**src/rtl/sync_fifo_ext_pkg.sv**
```systemverilog
// Shared types and constants for the extended synchronous FIFO.
// Read-mode enum, default thresholds and the count-width helper.
package sync_fifo_pkg;

   typedef enum logic {
      FIFO_STD,
      FIFO_FWFT
   } fifo_mode_e;

   localparam int DEF_AEMPTY_THRESH = 4;
   localparam int DEF_AFULL_MARGIN  = 4;

   // Wide enough to hold 0..depth inclusive.
   function automatic int cnt_width(input int depth);
      return $clog2(depth + 1);
   endfunction

endpackage

```
**src/rtl/sync_fifo_ext_ptr_wrap.sv**
```systemverilog
// Modulo-DEPTH pointer with explicit wrap, so DEPTH need not be a power of two.
module fifo_ptr_wrap #(
   parameter int DEPTH = 32,
   localparam int PW   = $clog2(DEPTH)
) (
   input  logic          clk,
   input  logic          rst,
   input  logic          inc,
   output logic [PW-1:0] ptr
);

   always_ff @(posedge clk) begin
      if (rst) begin
         ptr <= '0;
      end else if (inc) begin
         ptr <= (ptr == PW'(DEPTH - 1)) ? '0 : ptr + PW'(1);
      end
   end

endmodule

```
**src/rtl/sync_fifo_ext.sv**
```systemverilog
// Synchronous FIFO with arbitrary depth, full-range count, thresholds,
// overflow/underflow pulses and selectable standard or FWFT read mode.
module sync_fifo_ext
   import sync_fifo_pkg::*;
#(
   parameter int DATA_WIDTH    = 8,
   parameter int FIFO_DEPTH    = 32,
   parameter int FWFT          = 0,
   parameter int AFULL_THRESH  = FIFO_DEPTH - DEF_AFULL_MARGIN,
   parameter int AEMPTY_THRESH = DEF_AEMPTY_THRESH,
   parameter int CNT_WIDTH     = cnt_width(FIFO_DEPTH)
) (
   input  logic                  clk,
   input  logic                  rst,
   input  logic                  wen,
   input  logic [DATA_WIDTH-1:0] wdata,
   output logic                  full,
   output logic                  almost_full,
   output logic                  overflow,
   input  logic                  ren,
   output logic [DATA_WIDTH-1:0] rdata,
   output logic                  rvalid,
   output logic                  empty,
   output logic                  almost_empty,
   output logic                  underflow,
   output logic [CNT_WIDTH-1:0]  count
);

   localparam int         PTR_W = $clog2(FIFO_DEPTH);
   localparam fifo_mode_e MODE  = (FWFT != 0) ? FIFO_FWFT : FIFO_STD;

   logic [DATA_WIDTH-1:0] mem [FIFO_DEPTH];
   logic [PTR_W-1:0]      wr_ptr;
   logic [PTR_W-1:0]      rd_ptr;
   logic                  wr_acc;
   logic                  rd_acc;

   // A same-cycle read frees a slot at full; a same-cycle write never feeds an empty read.
   always_comb begin
      rd_acc = ren && !empty;
      wr_acc = wen && (!full || rd_acc);
   end

   assign empty        = (count == '0);
   assign full         = (count == CNT_WIDTH'(FIFO_DEPTH));
   assign almost_full  = (int'(count) >= AFULL_THRESH);
   assign almost_empty = (int'(count) <= AEMPTY_THRESH);

   fifo_ptr_wrap #(.DEPTH(FIFO_DEPTH)) u_wr_ptr (
      .clk (clk),
      .rst (rst),
      .inc (wr_acc),
      .ptr (wr_ptr)
   );

   fifo_ptr_wrap #(.DEPTH(FIFO_DEPTH)) u_rd_ptr (
      .clk (clk),
      .rst (rst),
      .inc (rd_acc),
      .ptr (rd_ptr)
   );

   always_ff @(posedge clk) begin
      if (wr_acc) begin
         mem[wr_ptr] <= wdata;
      end
   end

   always_ff @(posedge clk) begin
      if (rst) begin
         count     <= '0;
         overflow  <= 1'b0;
         underflow <= 1'b0;
      end else begin
         overflow  <= wen && !wr_acc;
         underflow <= ren && !rd_acc;
         if (wr_acc && !rd_acc) begin
            count <= count + CNT_WIDTH'(1);
         end else if (rd_acc && !wr_acc) begin
            count <= count - CNT_WIDTH'(1);
         end
      end
   end

   generate
      if (MODE == FIFO_FWFT) begin : g_fwft
         // Head is visible combinationally; forced to zero while empty.
         assign rdata  = empty ? '0 : mem[rd_ptr];
         assign rvalid = !empty;
      end else begin : g_std
         always_ff @(posedge clk) begin
            if (rst) begin
               rdata  <= '0;
               rvalid <= 1'b0;
            end else begin
               rvalid <= rd_acc;
               if (rd_acc) begin
                  rdata <= mem[rd_ptr];
               end
            end
         end
      end
   endgenerate

endmodule

```
**config.mk**
```make
export PLATFORM = sky130hd
export DESIGN_NAME = sync_fifo_ext
export DESIGN_NICKNAME = d
export VERILOG_FILES = /design/src/rtl/sync_fifo_ext_pkg.sv /design/src/rtl/sync_fifo_ext_ptr_wrap.sv /design/src/rtl/sync_fifo_ext.sv
export SDC_FILE = /design/constraint.sdc
export NUM_CORES = 1
export LEC_CHECK = 0
export CAP_MARGIN = 5
export CORE_MARGIN = 4
export CORE_UTILIZATION = 35
export DETAILED_ROUTE_END_ITERATION = 8
export PLACE_DENSITY = 0.61
export SLEW_MARGIN = 10
export SYNTH_ARGS = -nofsm -noshare
export SYNTH_HDL_FRONTEND = slang
export SYNTH_SLANG_ARGS = --single-unit
export TNS_END_PERCENT = 50
```
**constraint.sdc**
```tcl
create_clock -name clk -period 4.3 [get_ports clk]
set_input_delay 0.86 -clock clk [delete_from_list [all_inputs] [get_ports clk]]
set_output_delay 0.86 -clock clk [all_outputs]
set_load 0.005 [all_outputs]
```
# Yosys cells after proc, flatten, opt, wreduce, memory -nomap -nowiden
# Memory sizes are Yosys's and may differ from the RTL's. A register that Yosys moved wholly into a read port is not among the register bits.
# Index checks and enable logic that the tools add are counted.
[classes] n_addsub=4 magnitude_cmp=2 eq_ne=3 muxes=6 reduce_logical=13
[ops] cell="6-bit 2-to-1 mux" count=2
[ops] cell="5-bit by 1-bit adder with 5-bit output, second input constant" count=2
[ops] cell="5-bit == test, second input constant" count=2
[ops] cell="5-bit 2-to-1 mux" count=2
[ops] cell="6-bit by 1-bit adder with 6-bit output, second input constant" count=1
[ops] cell="6-bit == test, second input constant" count=1
[ops] cell="6-bit by 5-bit greater-or-equal comparator with 1-bit output, second input constant" count=1
[ops] cell="6-bit by 3-bit <= comparator with 1-bit output, second input constant" count=1
[ops] cell="1-bit logical AND" count=6
[ops] cell="6-bit zero test" count=1
[ops] cell="6-bit by 1-bit subtractor with 6-bit output, second input constant" count=1
[ops] cell="1-bit zero test" count=4
[ops] cell="1-bit 2-to-1 mux" count=2
[ops] cell="2-bit nonzero test" count=1
[ops] cell="1-bit logical OR" count=1
[word_totals] ff_bits=19 ramBits=256 out_inout_bits=21 word_cells=35 memories=1
[mem_list] memory="mem" words=32 width=8 rd=1 rd_ports_with_merged_regs=1 write_ports=1 line_no="sync_fifo_ext.sv:32" source="logic [DATA_WIDTH-1:0] mem [FIFO_DEPTH];"

# Logic depth before layout (Yosys ltp)
# Gate-level depths: netlist of run 1.
[depth] word_depth=9 ltp_mapped=12

# Modules after synthesis
# A second synthesis of run 1 with hierarchy kept.
[hier_totals] cells_unflattened=641 area_unflattened_um2=11471.0
[modules_own_cells] module="sync_fifo_ext" instances=1 cells_each=591 area_each_um2=11008.1
[modules_own_cells] module="fifo_ptr_wrap" instances=2 cells_each=25 area_each_um2=231.5

# Worst setup path before layout of run 1
# OpenSTA, ideal clock, no wires.
[synth_path] path_type="flip-flop to flip-flop" startpoint="reg count[0]" endpoint="reg count[5]" arrival_time_ns=3.123 path_slack_ns=1.053 path_stages_with_launch=12 period_less_slack_ns=3.247 cell_sequence="dfxtp_1 > or4_4 > o41ai_4 > inv_2 > ha_1 > inv_1 > ha_1 > a21o_1 > a21o_1 > a211o_1 > o211ai_1 > mux2_1"
[synth_via] elab_chain_cells=8 elab_cells_between_ends=16 cone_classes="add/sub: 2; eq/ne: 1; mux: 2; reduce/logical: 11"
[synth_rtl] element="start: declaration" line_no="sync_fifo_ext.sv:26" source="output logic [CNT_WIDTH-1:0] count"
[synth_rtl] element="start signal: assignment" line_no="sync_fifo_ext.sv:78" source="count <= count + CNT_WIDTH'(1);"
[synth_rtl] element="start signal: assignment" line_no="sync_fifo_ext.sv:80" source="count <= count - CNT_WIDTH'(1);"
[synth_rtl] element="6-bit zero test" line_no="sync_fifo_ext.sv:44" source="assign empty = (count == '0);"
[synth_rtl] element="1-bit zero test" line_no="sync_fifo_ext.sv:40" source="rd_acc = ren && !empty;"
[synth_rtl] element="1-bit logical AND" line_no="sync_fifo_ext.sv:40"
[synth_rtl] element="1-bit logical OR *" line_no="sync_fifo_ext.sv:41" source="wr_acc = wen && (!full || rd_acc);"
[synth_rtl] element="1-bit logical AND *" line_no="sync_fifo_ext.sv:41"
[synth_rtl] element="net u_wr_ptr.inc" line_no="sync_fifo_ext_ptr_wrap.sv:8" source="input logic inc,"
[synth_rtl] element="1-bit zero test" line_no="sync_fifo_ext.sv:79" source="end else if (rd_acc && !wr_acc) begin"
[synth_rtl] element="1-bit logical AND" line_no="sync_fifo_ext.sv:79"
[synth_rtl] element="2-bit nonzero test (no line)"
# Mark *: on every way through the listed nets, which the timed path passes. The rest lies on a longest branch. The select of a mux whose other input is x is not followed.
# A chain may end at the register's enable or synchronous reset.

# Worst setup path after layout of run 1
[layout_path] startpoint="reg count[0]" endpoint="reg count[5]"
[layout_via] elab_chain_cells=8 elab_cells_between_ends=16 cone_classes="add/sub: 2; eq/ne: 1; mux: 2; reduce/logical: 11"
[layout_rtl] element="branches (longest 8 deep; another with 6-bit by 1-bit subtractor with 6-bit output)"
# Parallel ways; which one is timed is not known. The select of a mux whose other input is x is not followed.

==> impl_metrics.env, run 1 <==
export IMPL_synth_seq_cells=283
export IMPL_antennaDiodeCount=0
export IMPL_maxCapViolCount=0
export IMPL_synth_enable_flop_cells=256
export IMPL_routed_wire_length_per_instance_um=21.5
export IMPL_cts_sink_count=283
export IMPL_postSynthAreaPerCell_um2=18.3
export IMPL_post_cts_repair_setup_buffers=0
export IMPL_grt_max_degree=41
export IMPL_fin_skew_ps=7.40
export IMPL_worst_slew_pin_transition_ps=1130
export IMPL_drt_initial_drc_count=528
export IMPL_synthArstFlopShare_pct=0
export IMPL_report_final_slew_viol_count=0
export IMPL_synth_area_um2=11400
export IMPL_grt_setup_unrepaired="false"
export IMPL_synth_top_flop_cell="sky130_fd_sc_hd__edfxtp_1"
export IMPL_worst_hold_path_type="register to register"
export IMPL_synth_area_leaders="sky130_fd_sc_hd__edfxtp_1, sky130_fd_sc_hd__mux4_2, sky130_fd_sc_hd__dfxtp_1"
export IMPL_antenna_violations_before_repair=0
export IMPL_fmaxAchievable_mhz=294
export IMPL_final_clock_period_utilization_by_the_worst_path_pct=79.2
export IMPL_start_kind="register"
export IMPL_fin_tns_setup_ps=0
export IMPL_timing_max_slew_rel_slack_pct=24.3
export IMPL_worst_ep_required_time_ps=4730
export IMPL_via_per_inst=5.18
export IMPL_nets=690
export IMPL_drive_gt1_share_pct=20.1
export IMPL_detail_route_wirelength_um=24100
export IMPL_gpl_final_weighted_congestion=0.791
export IMPL_cts_root_buf="sky130_fd_sc_hd__clkbuf_16"
export IMPL_timing_worst_setup_path_type="register to register"
export IMPL_timing_final_setup_violations=0
export IMPL_worst_setup_path_startpoint="count[0]$_SDFFE_PP0P_"
export IMPL_pwr_share_clk_pct=37.3
export IMPL_switching_share_pct=24.4
export IMPL_core_rowCount=65
export IMPL_worst_ep_arrival_time_ps=3830
export IMPL_critical_path_max_fanout=13
export IMPL_worstHoldStart="rdata[0]$_SDFFE_PP0P_"
export IMPL_hold_viol=0
export IMPL_core_area_um2=31800
export IMPL_power_per_cell_area_nw_per_um2=530
export IMPL_cp_end_kind="register"
export IMPL_initial_utilization_pct=35.8
export IMPL_design_power_total_mw=6.98
export IMPL_chipWidth_um=188
export IMPL_cts_repair_resized=0
export IMPL_post_synth_num_cell_types=52
export IMPL_clock_insertion_delay_worst_skew_ps=540
export IMPL_power_ir_vdd_worst_uv=278
export IMPL_post_synth_top_area_fraction_pct=67.5
export IMPL_synthDominantAreaCellType="sky130_fd_sc_hd__edfxtp_1"
export IMPL_flow_area_growth_from_synthesis_pct=15.6
export IMPL_cts_reportedPaths_clkPinSlew_ps=60
export IMPL_postCtsHoldBufs=0
export IMPL_static_leakage_power_nw=4.08
export IMPL_ios=33
export IMPL_worst_slack_ps=896
export IMPL_synth_nets=647
export IMPL_grt_first_pass_wirelength_um=36800
export IMPL_synthesis_instances=622
export IMPL_worstReg2RegStart="count[0]$_SDFFE_PP0P_"
export IMPL_gr_usage_total_pct=13.3
export IMPL_internal_power_mw=5.28
export IMPL_sequentialPowerShare_pct=46.1
export IMPL_placement_setup_worst_slack_ps=482
export IMPL_detailedRoute_firstPassIterationCount=5
export IMPL_period_minus_slack_ps=3400
export IMPL_remaining_drcs=0
export IMPL_overflow=0
export IMPL_finalHoldWorstSlack_ps=492
export IMPL_yosysWarnings=0
export IMPL_numCtsBuffers=29
export IMPL_cts_buffer_depth=3
export IMPL_hpwlAfterDp_um=15200
export IMPL_die_area_um2=35500
export IMPL_final_fill_count=2799
export IMPL_die_y_um=188
export IMPL_htree_levels=1
export IMPL_synth_seq_area_share_pct=72.2
export IMPL_dr_total_vias=5819
export IMPL_antenna_left=0
export IMPL_outcome="finished, final reports clean"
export IMPL_p_sw_mw=1.71
export IMPL_via_count_of_the_first_global_routing_pass=5845
export IMPL_cts_tree="built"
export IMPL_power_share_combinational_pct=16.6
export IMPL_port_buffers=32
[cell usage after synthesis (8+ instances only)]
master / instances
sky130_fd_sc_hd__ha_1: 12
sky130_fd_sc_hd__edfxtp_1: 256
sky130_fd_sc_hd__nand2_1: 17
sky130_fd_sc_hd__mux4_2: 59
sky130_fd_sc_hd__mux2_2: 9
sky130_fd_sc_hd__mux2_1: 11
sky130_fd_sc_hd__clkbuf_1: 17
sky130_fd_sc_hd__mux2i_1: 12
sky130_fd_sc_hd__nor2_1: 55
sky130_fd_sc_hd__dfxtp_1: 27
sky130_fd_sc_hd__a211oi_1: 8
sky130_fd_sc_hd__o21ai_0: 9
sky130_fd_sc_hd__buf_2: 8
sky130_fd_sc_hd__a21oi_1: 18
sky130_fd_sc_hd__o22ai_1: 10
[sequential cells by signal, summed over array words and instances (netlist names)]
name,flops
underflow,1
rvalid,1
count,6
overflow,1
mem,256
u_wr_ptr.ptr,5
u_rd_ptr.ptr,5
rdata,8
[cell families after synthesis]
kind of cell | Yosys count | synth area share, %
AND/OR/NAND/NOR | 115 | 4.96
adder cells (fa/ha/maj) | 13 | 1.49
AO/OA/AOI/OAI | 73 | 4.32
multiplexers | 91 | 14.7
flip-flops | 283 | 72.2
XOR/XNOR | 4 | 0.308
buffers and inverters | 43 | 2.00
[per-stage QoR]
step | cell area [um2] | utilization, % | instances
global route | 13200 | 41.4 | 1123
floorplan | 11400 | - | 622
CTS | 13200 | 41.5 | 1123
global placement | 12200 | 38.3 | 1069
finish | 13200 | 41.4 | 1123
detailed placement | 12200 | 38.3 | 1069
[layout by cell type, fill, tap and decap left out, drive strengths merged, types with 8 or more instances in the layout]
| cell | Yosys | routed |
|---|---|---|
| clkinv | 0 | 12 |
| o22ai | 10 | 10 |
| o21ai | 12 | 12 |
| inv | 8 | 9 |
| mux2i | 12 | 12 |
| a211oi | 8 | 8 |
| nor2 | 55 | 55 |
| edfxtp | 256 | 256 |
| a21oi | 18 | 18 |
| mux4 | 59 | 59 |
| mux2 | 20 | 20 |
| clkdlybuf4s50 | 0 | 29 |
| dfxtp | 27 | 27 |
| ha | 12 | 12 |
| nand2 | 17 | 17 |
| clkbuf | 17 | 32 |
| buf | 18 | 18 |
[power groups by stage]
stage               clock network (mW)  logic [mW]  registers [mW]
finish                            2.60        1.16            3.22
global route                      2.78        1.24            3.24
CTS                               2.65        1.17            3.23
detailed placement                   0        1.16            3.29
global placement                     0        1.13            3.28
floorplan                            0       0.849            3.18
[worst max-delay path: stages, from the launching register on]
cell	delay [ps]
sky130_fd_sc_hd__dfxtp_1	380
sky130_fd_sc_hd__or4_4	600
sky130_fd_sc_hd__o31a_1	290
sky130_fd_sc_hd__inv_2	190
sky130_fd_sc_hd__ha_1	240
sky130_fd_sc_hd__inv_1	140
sky130_fd_sc_hd__ha_1	300
sky130_fd_sc_hd__a21o_1	180
sky130_fd_sc_hd__a21o_1	210
sky130_fd_sc_hd__a211o_1	310
sky130_fd_sc_hd__o211ai_1	110
sky130_fd_sc_hd__mux2_1	340
[area by class of cell]
class	instances	area (um2)	area share, %
clock inverters	22	260	1.98
well taps	435	544	4.13
inverters	8	30.0	0.228
clock buffers	32	737	5.59
flip-flops and latches	283	8230	62.5
repair buffers	47	430	3.27
multi-input cells	296	2940	22.3
[layer usage]
layer	wire (um)	global-route usage, %
met5	0	0
met3	1350	1.89
met4	508	3.36
met1	10700	19.4
met2	11500	21.3
[path summary, 6_finish.rpt]
kind / to / slack (ps) / cells past startpoint
setup / recovery: count[5]$_SDFFE_PP0P_ / 900 / 11
hold / removal: rdata[0]$_SDFFE_PP0P_ / 490 / 2
setup reg to reg: count[5]$_SDFFE_PP0P_ / 900 / 11
hold reg to reg: rdata[0]$_SDFFE_PP0P_ / 490 / 2
Power figures use the tool's default switching activity.
==> run 2, diff against run 1 <==
==> constraint.sdc (replaced) <==
create_clock -name clk -period 3.3 [get_ports clk]
set_input_delay 0.66 -clock clk [delete_from_list [all_inputs] [get_ports clk]]
set_output_delay 0.66 -clock clk [all_outputs]
set_load 0.005 [all_outputs]
==> impl_metrics.env, run 2 (same netlist as run 1, synthesis figures left out) <==
export IMPL_grt_first_pass_wirelength_um=37700
export IMPL_detailedRoute_firstPassIterationCount=5
export IMPL_layout_commonest_cell="sky130_fd_sc_hd__edfxtp_1"
export IMPL_postCtsHoldBufs=0
export IMPL_maxCapViolCount=0
export IMPL_clock_insertion_delay_worst_skew_ps=540
export IMPL_via_per_inst=5.17
export IMPL_cts_root_buf="sky130_fd_sc_hd__clkbuf_16"
export IMPL_power_ir_vdd_worst_uv=364
export IMPL_most_common_layout_cells="sky130_fd_sc_hd__edfxtp_1, sky130_fd_sc_hd__buf_4, sky130_fd_sc_hd__mux4_2"
export IMPL_htree_levels=1
export IMPL_cts_tree="built"
export IMPL_worst_path_most_repeated_cell="sky130_fd_sc_hd__buf_4"
export IMPL_antenna_violations_before_repair=0
export IMPL_flow_area_growth_from_synthesis_pct=18.2
export IMPL_cts_sink_count=283
export IMPL_path_cells="or4_4, o31a_1, inv_2, ha_2, inv_1, buf_4, buf_4, ha_1, or3_1, a211o_1, o211ai_1, mux2_1"
export IMPL_chipWidth_um=188
export IMPL_cts_repair_resized=0
export IMPL_timing_final_setup_violations=0
export IMPL_ios=33
export IMPL_worst_ep_required_time_ps=3730
export IMPL_nets=743
export IMPL_drt_initial_drc_count=519
export IMPL_port_buffers=32
export IMPL_slowest_stage="sky130_fd_sc_hd__or4_4"
export IMPL_critical_path_endpoint="count[5]$_SDFFE_PP0P_"
export IMPL_timing_worst_setup_path_type="register to register"
export IMPL_fmaxAchievable_mhz=317
export IMPL_registers_top_by_ff_count="mem"
export IMPL_power_share_combinational_pct=18.4
export IMPL_critical_path_max_fanout=6
export IMPL_layout_cell_area_non_filler_um2=13500
export IMPL_timing_max_slew_rel_slack_pct=36.4
export IMPL_pwr_share_clk_pct=34.1
export IMPL_power_per_cell_area_nw_per_um2=653
export IMPL_final_fill_count=2754
export IMPL_cp_num_buf_inv=4
export IMPL_static_leakage_power_nw=4.28
export IMPL_final_clock_period_utilization_by_the_worst_path_pct=95.5
export IMPL_hold_viol=0
export IMPL_place_area_um2=12600
export IMPL_p_sw_mw=2.23
export IMPL_drive_gt1_share_pct=24.7
export IMPL_detail_route_wirelength_um=24800
export IMPL_cts_reportedPaths_clkPinSlew_ps=60
export IMPL_outcome="finished, final reports clean"
export IMPL_largest_reg_flops=256
export IMPL_fin_tns_setup_ps=0
export IMPL_worst_hold_path_type="register to register"
export IMPL_antenna_left=0
export IMPL_largest_registers="mem (256), rdata (8), count (6)"
export IMPL_dr_total_vias=6069
export IMPL_grt_max_degree=42
export IMPL_cp_end_kind="register"
export IMPL_worstSetupPathDepth=12
export IMPL_setup_reg_to_reg_worst_slack_ps=150
export IMPL_antennaDiodeCount=0
export IMPL_switching_share_pct=25.4
export IMPL_report_final_slew_viol_count=0
export IMPL_die_area_um2=35500
export IMPL_remaining_drcs=0
export IMPL_gr_usage_total_pct=13.7
export IMPL_fin_skew_ps=14.2
export IMPL_slowest_delay_ps=530
export IMPL_start_kind="register"
export IMPL_core_rowCount=65
export IMPL_worst_r2r_path_depth=12
export IMPL_via_count_of_the_first_global_routing_pass=6113
export IMPL_worstReg2RegStart="count[3]$_SDFFE_PP0P_"
export IMPL_internal_power_mw=6.57
export IMPL_sequentialPowerShare_pct=47.5
export IMPL_worst_setup_path_startpoint="count[3]$_SDFFE_PP0P_"
export IMPL_worst_ep_arrival_time_ps=3580
export IMPL_initial_utilization_pct=35.8
export IMPL_top_cell_family_by_delay_on_the_critical_path="simple AND/OR/NAND/NOR gates"
export IMPL_post_cts_repair_setup_buffers=0
export IMPL_period_minus_slack_ps=3150
export IMPL_core_area_um2=31800
export IMPL_worst_slew_pin_transition_ps=952
export IMPL_numCtsBuffers=30
export IMPL_overflow=0
export IMPL_gpl_final_weighted_congestion=0.788
export IMPL_die_y_um=188
export IMPL_cts_buffer_depth=3
export IMPL_routed_wire_length_per_instance_um=21.1
export IMPL_regToRegEndpoint="count[5]$_SDFFE_PP0P_"
export IMPL_hpwlAfterDp_um=15900
## run 2: changes by cell type in the layout (fill, tap and decap cells not counted), sizes merged
| cell | delta |
|---|---|
| clkbuf | +5 |
| clkdlybuf4s50 | +3 |
| clkinv | +1 |
| buf | +49 |
| clkinvlp | +1 |
| bufinv | -6 |
| inv | -1 |
## run 2: metal layers
layer | wire, um | part of all wire [%] | global-route usage, %
met5 | 0 | 0 | 0
met4 | 540 | 2.2 | 3.50
met3 | 1430 | 5.8 | 2.43
met2 | 11800 | 48 | 21.8
met1 | 11000 | 44 | 19.9
## run 2: power by group through the flow
| stage | combinational [mW] | clock [mW] | sequential, mW |
|---|---|---|---|
| 2_1_floorplan | 1.11 | 0 | 4.15 |
| 3_3_place_gp | 1.57 | 0 | 4.25 |
| 3_5_place_dp | 1.62 | 0 | 4.26 |
| 4_1_cts | 1.63 | 3.06 | 4.19 |
| 5_1_grt | 1.74 | 3.21 | 4.21 |
| 6_report | 1.62 | 3.00 | 4.18 |
## run 2: area by class of cell
type / count / area, um2 / area share, %
well taps: 435 / 544 / 4.04
flip-flops and latches: 283 / 8240 / 61.2
inverters: 8 / 30.0 / 0.223
multi-input cells: 296 / 2940 / 21.8
clock buffers: 37 / 798 / 5.93
repair buffers: 99 / 836 / 6.21
clock inverters: 17 / 81.3 / 0.604
## run 2: worst min-delay path by stage
stage / start / end / slack [ps] / cells after the start
floorplan: rdata[0]$_SDFFE_PP0P_ / rdata[0]$_SDFFE_PP0P_ / 450 / 2
global placement: rdata[0]$_SDFFE_PP0P_ / rdata[0]$_SDFFE_PP0P_ / 460 / 2
detailed placement: rdata[0]$_SDFFE_PP0P_ / rdata[0]$_SDFFE_PP0P_ / 470 / 2
CTS: rdata[0]$_SDFFE_PP0P_ / rdata[0]$_SDFFE_PP0P_ / 480 / 2
global route: rdata[0]$_SDFFE_PP0P_ / rdata[0]$_SDFFE_PP0P_ / 500 / 2
finish: rdata[0]$_SDFFE_PP0P_ / rdata[0]$_SDFFE_PP0P_ / 470 / 2
## run 2: worst register-to-register path, stage by stage (launching register included)
cell and delay (ps):
sky130_fd_sc_hd__dfxtp_2 350, sky130_fd_sc_hd__or4_4 530, sky130_fd_sc_hd__o31a_1 280, sky130_fd_sc_hd__inv_2 70, sky130_fd_sc_hd__ha_2 190, sky130_fd_sc_hd__inv_1 70
sky130_fd_sc_hd__buf_4 140, sky130_fd_sc_hd__buf_4 150, sky130_fd_sc_hd__ha_1 210, sky130_fd_sc_hd__or3_1 330, sky130_fd_sc_hd__a211o_1 270, sky130_fd_sc_hd__o211ai_1 110
sky130_fd_sc_hd__mux2_1 340
## run 2: stage by stage
| step | util [%] | instances | hold slack, ps | total power [mW] | setup WS [ps] |
|---|---|---|---|---|---|
| after detailed placement | 39.6 | 1121 | 471 | 5.89 | -94.5 |
| after floorplan | - | 622 | 453 | 5.25 | 53.5 |
| after CTS | 42.3 | 1175 | 479 | 8.88 | 95.4 |
| after global placement | 39.6 | 1121 | 461 | 5.82 | 19.2 |
| final | 42.3 | 1175 | 472 | 8.80 | 149 |
| after global routing | 42.3 | 1175 | 501 | 9.17 | -0.820 |
==> run 3, diff against run 2 <==
--- a/config.mk
+++ b/config.mk
@@ -6,11 +6,12 @@
 export NUM_CORES = 1
 export LEC_CHECK = 0
 export CAP_MARGIN = 5
+export CORE_ASPECT_RATIO = 0.5
 export CORE_MARGIN = 4
 export CORE_UTILIZATION = 35
 export DETAILED_ROUTE_END_ITERATION = 8
 export PLACE_DENSITY = 0.61
-export SLEW_MARGIN = 10
+export SLEW_MARGIN = 0
 export SYNTH_ARGS = -nofsm -noshare
 export SYNTH_HDL_FRONTEND = slang
 export SYNTH_SLANG_ARGS = --single-unit
==> impl_metrics.env, run 3 (same netlist as run 1, synthesis figures left out) <==
export IMPL_static_leakage_power_nw=4.32
export IMPL_cp_end_kind="output pin"
export IMPL_worst_ep_arrival_time_ps=2310
export IMPL_post_route_util_pct=42.4
export IMPL_largest_reg_flops=256
export IMPL_seq_area_um2=8240
export IMPL_flow_area_growth_from_synthesis_pct=18.6
export IMPL_period_minus_slack_ps=2970
export IMPL_timing_max_slew_rel_slack_pct=41.9
export IMPL_clock_insertion_delay_worst_skew_ps=560
export IMPL_via_per_inst=5.15
export IMPL_p_sw_mw=2.26
export IMPL_switching_share_pct=24.9
export IMPL_cts_root_buf="sky130_fd_sc_hd__clkbuf_16"
export IMPL_worst_slack_ps=332
export IMPL_postCtsHoldBufs=0
export IMPL_core_rowCount=46
export IMPL_initial_utilization_pct=35.7
export IMPL_setup_reg_to_reg_worst_slack_ps=330
export IMPL_drt_initial_drc_count=438
export IMPL_cts_tree="built"
export IMPL_final_clock_period_utilization_by_the_worst_path_pct=89.9
export IMPL_core_area_um2=31900
export IMPL_regToRegEndpoint="count[5]$_SDFFE_PP0P_"
export IMPL_cts_sink_count=283
export IMPL_die_y_um=136
export IMPL_hpwlAfterDp_um=15300
export IMPL_worstReg2RegStart="count[0]$_SDFFE_PP0P_"
export IMPL_routed_wire_length_per_instance_um=21.1
export IMPL_post_cts_repair_setup_buffers=0
export IMPL_outcome="finished, final reports clean"
export IMPL_detail_route_wirelength_um=24600
export IMPL_cts_reportedPaths_clkPinSlew_ps=60
export IMPL_timing_final_setup_violations=0
export IMPL_critical_path_endpoint="full"
export IMPL_hold_viol=0
export IMPL_critical_path_max_fanout=4
export IMPL_final_fill_count=2803
export IMPL_worst_r2r_path_depth=12
export IMPL_largest_registers="mem (256), rdata (8), count (6)"
export IMPL_layout_commonest_cell="sky130_fd_sc_hd__edfxtp_1"
export IMPL_stdcell_count=1165
export IMPL_numCtsBuffers=28
export IMPL_placedCellCount=1113
export IMPL_fin_skew_ps=22.6
export IMPL_antenna_violations_before_repair=0
export IMPL_grt_setup_unrepaired="false"
export IMPL_slowest_stage="sky130_fd_sc_hd__or4_4"
export IMPL_cts_buffer_depth=3
export IMPL_worst_ep_required_time_ps=2640
export IMPL_registers_top_by_ff_count="mem"
export IMPL_ios=33
export IMPL_grt_max_degree=55
export IMPL_gr_usage_total_pct=13.9
export IMPL_maxCapViolCount=0
export IMPL_overflow=0
export IMPL_most_common_layout_cells="sky130_fd_sc_hd__edfxtp_1, sky130_fd_sc_hd__buf_4, sky130_fd_sc_hd__mux4_2"
export IMPL_antennaDiodeCount=0
export IMPL_design_power_total_mw=9.09
export IMPL_drive_gt1_share_pct=24.7
export IMPL_placement_setup_worst_slack_ps=-66.8
export IMPL_power_per_cell_area_nw_per_um2=672
export IMPL_remaining_drcs=0
export IMPL_die_area_um2=35700
export IMPL_internal_power_mw=6.82
export IMPL_power_ir_vdd_worst_uv=452
export IMPL_multiInputGateArea_um2=2940
export IMPL_via_count_of_the_first_global_routing_pass=6110
export IMPL_start_kind="register"
export IMPL_slowest_delay_ps=570
export IMPL_antenna_left=0
export IMPL_fmaxAchievable_mhz=337
export IMPL_path_cells="or4_4, or3_1, inv_1, clkdlybuf4s50_1"
export IMPL_gpl_final_weighted_congestion=0.761
export IMPL_power_share_combinational_pct=17.1
export IMPL_dr_total_vias=5997
export IMPL_timing_worst_setup_path_type="register to output pin"
export IMPL_cts_repair_resized=0
export IMPL_nets=736
export IMPL_detailedRoute_firstPassIterationCount=5
export IMPL_report_final_slew_viol_count=0
export IMPL_worst_hold_path_type="register to register"
export IMPL_grt_first_pass_wirelength_um=38200
export IMPL_chipWidth_um=263
export IMPL_htree_levels=1
export IMPL_worst_slew_pin_transition_ps=871
export IMPL_sequentialPowerShare_pct=46.3
export IMPL_worst_setup_path_startpoint="count[0]$_SDFFE_PP0P_"
export IMPL_port_buffers=32
export IMPL_pwr_share_clk_pct=36.6
run 3: cell types whose count changed in the layout (fill, tap and decap cells not counted), moves of 3 or more:
cell / change
sky130_fd_sc_hd__buf_4: -5
sky130_fd_sc_hd__bufinv_16: +5
sky130_fd_sc_hd__clkinv_1: -5
sky130_fd_sc_hd__clkinv_2: +4
sky130_fd_sc_hd__clkinvlp_4: -4
sky130_fd_sc_hd__clkbuf_1: -3
sky130_fd_sc_hd__clkbuf_16: -3
sky130_fd_sc_hd__dfxtp_2: -3
run 3: final cells by class:
| cell class | instances | share of cell area [%] |
|---|---|---|
| tap | 432 | 4.00 |
| clock buffer | 31 | 5.27 |
| inverter | 8 | 0.222 |
| clock inverter | 21 | 1.93 |
| timing repair buffer | 94 | 5.91 |
| sequential | 283 | 60.9 |
| multi-input combinational | 296 | 21.7 |
run 3: critical path, delay by kind of cell (launching register included):
kind,cells,cell delay [ps]
simple gates,2,910
buf+inv,2,550
flops,1,310
run 3: how the worst min path moves through the flow:
stage,cells past startpoint,to,startpoint,slack (ps)
detailed placement,2,rdata[0]$_SDFFE_PP0P_,rdata[0]$_SDFFE_PP0P_,480
finish,2,rdata[0]$_SDFFE_PP0P_,rdata[0]$_SDFFE_PP0P_,490
global placement,2,rdata[0]$_SDFFE_PP0P_,rdata[0]$_SDFFE_PP0P_,470
global route,2,rdata[0]$_SDFFE_PP0P_,rdata[0]$_SDFFE_PP0P_,500
floorplan,2,rdata[0]$_SDFFE_PP0P_,rdata[0]$_SDFFE_PP0P_,450
CTS,2,rdata[0]$_SDFFE_PP0P_,rdata[0]$_SDFFE_PP0P_,490
run 3: power by group through the flow:
stage | Sequential [mW] | Clock [mW] | Combinational, mW
5_1_grt | 4.23 | 3.57 | 1.70
3_5_place_dp | 4.29 | 0 | 1.57
2_1_floorplan | 4.15 | 0 | 1.11
4_1_cts | 4.22 | 3.39 | 1.57
6_report | 4.21 | 3.33 | 1.55
3_3_place_gp | 4.29 | 0 | 1.54
run 3: layer usage:
metal	vias up	global-route usage [%]	routed length, um
li1	2684	-	-
met1	3121	19.9	11300
met2	157	22.6	11500
met3	35	2.52	1400
met4	0	3.00	437
met5	-	0	0
run 3: per-stage QoR:
stage / TNS [ps] / hold slack, ps / cell area (um2)
after floorplan: 0 / 453 / 11400
after global placement: 0 / 472 / 12500
after detailed placement: -66.8 / 478 / 12500
after CTS: 0 / 487 / 13500
after global routing: 0 / 504 / 13500
final: 0 / 485 / 13500
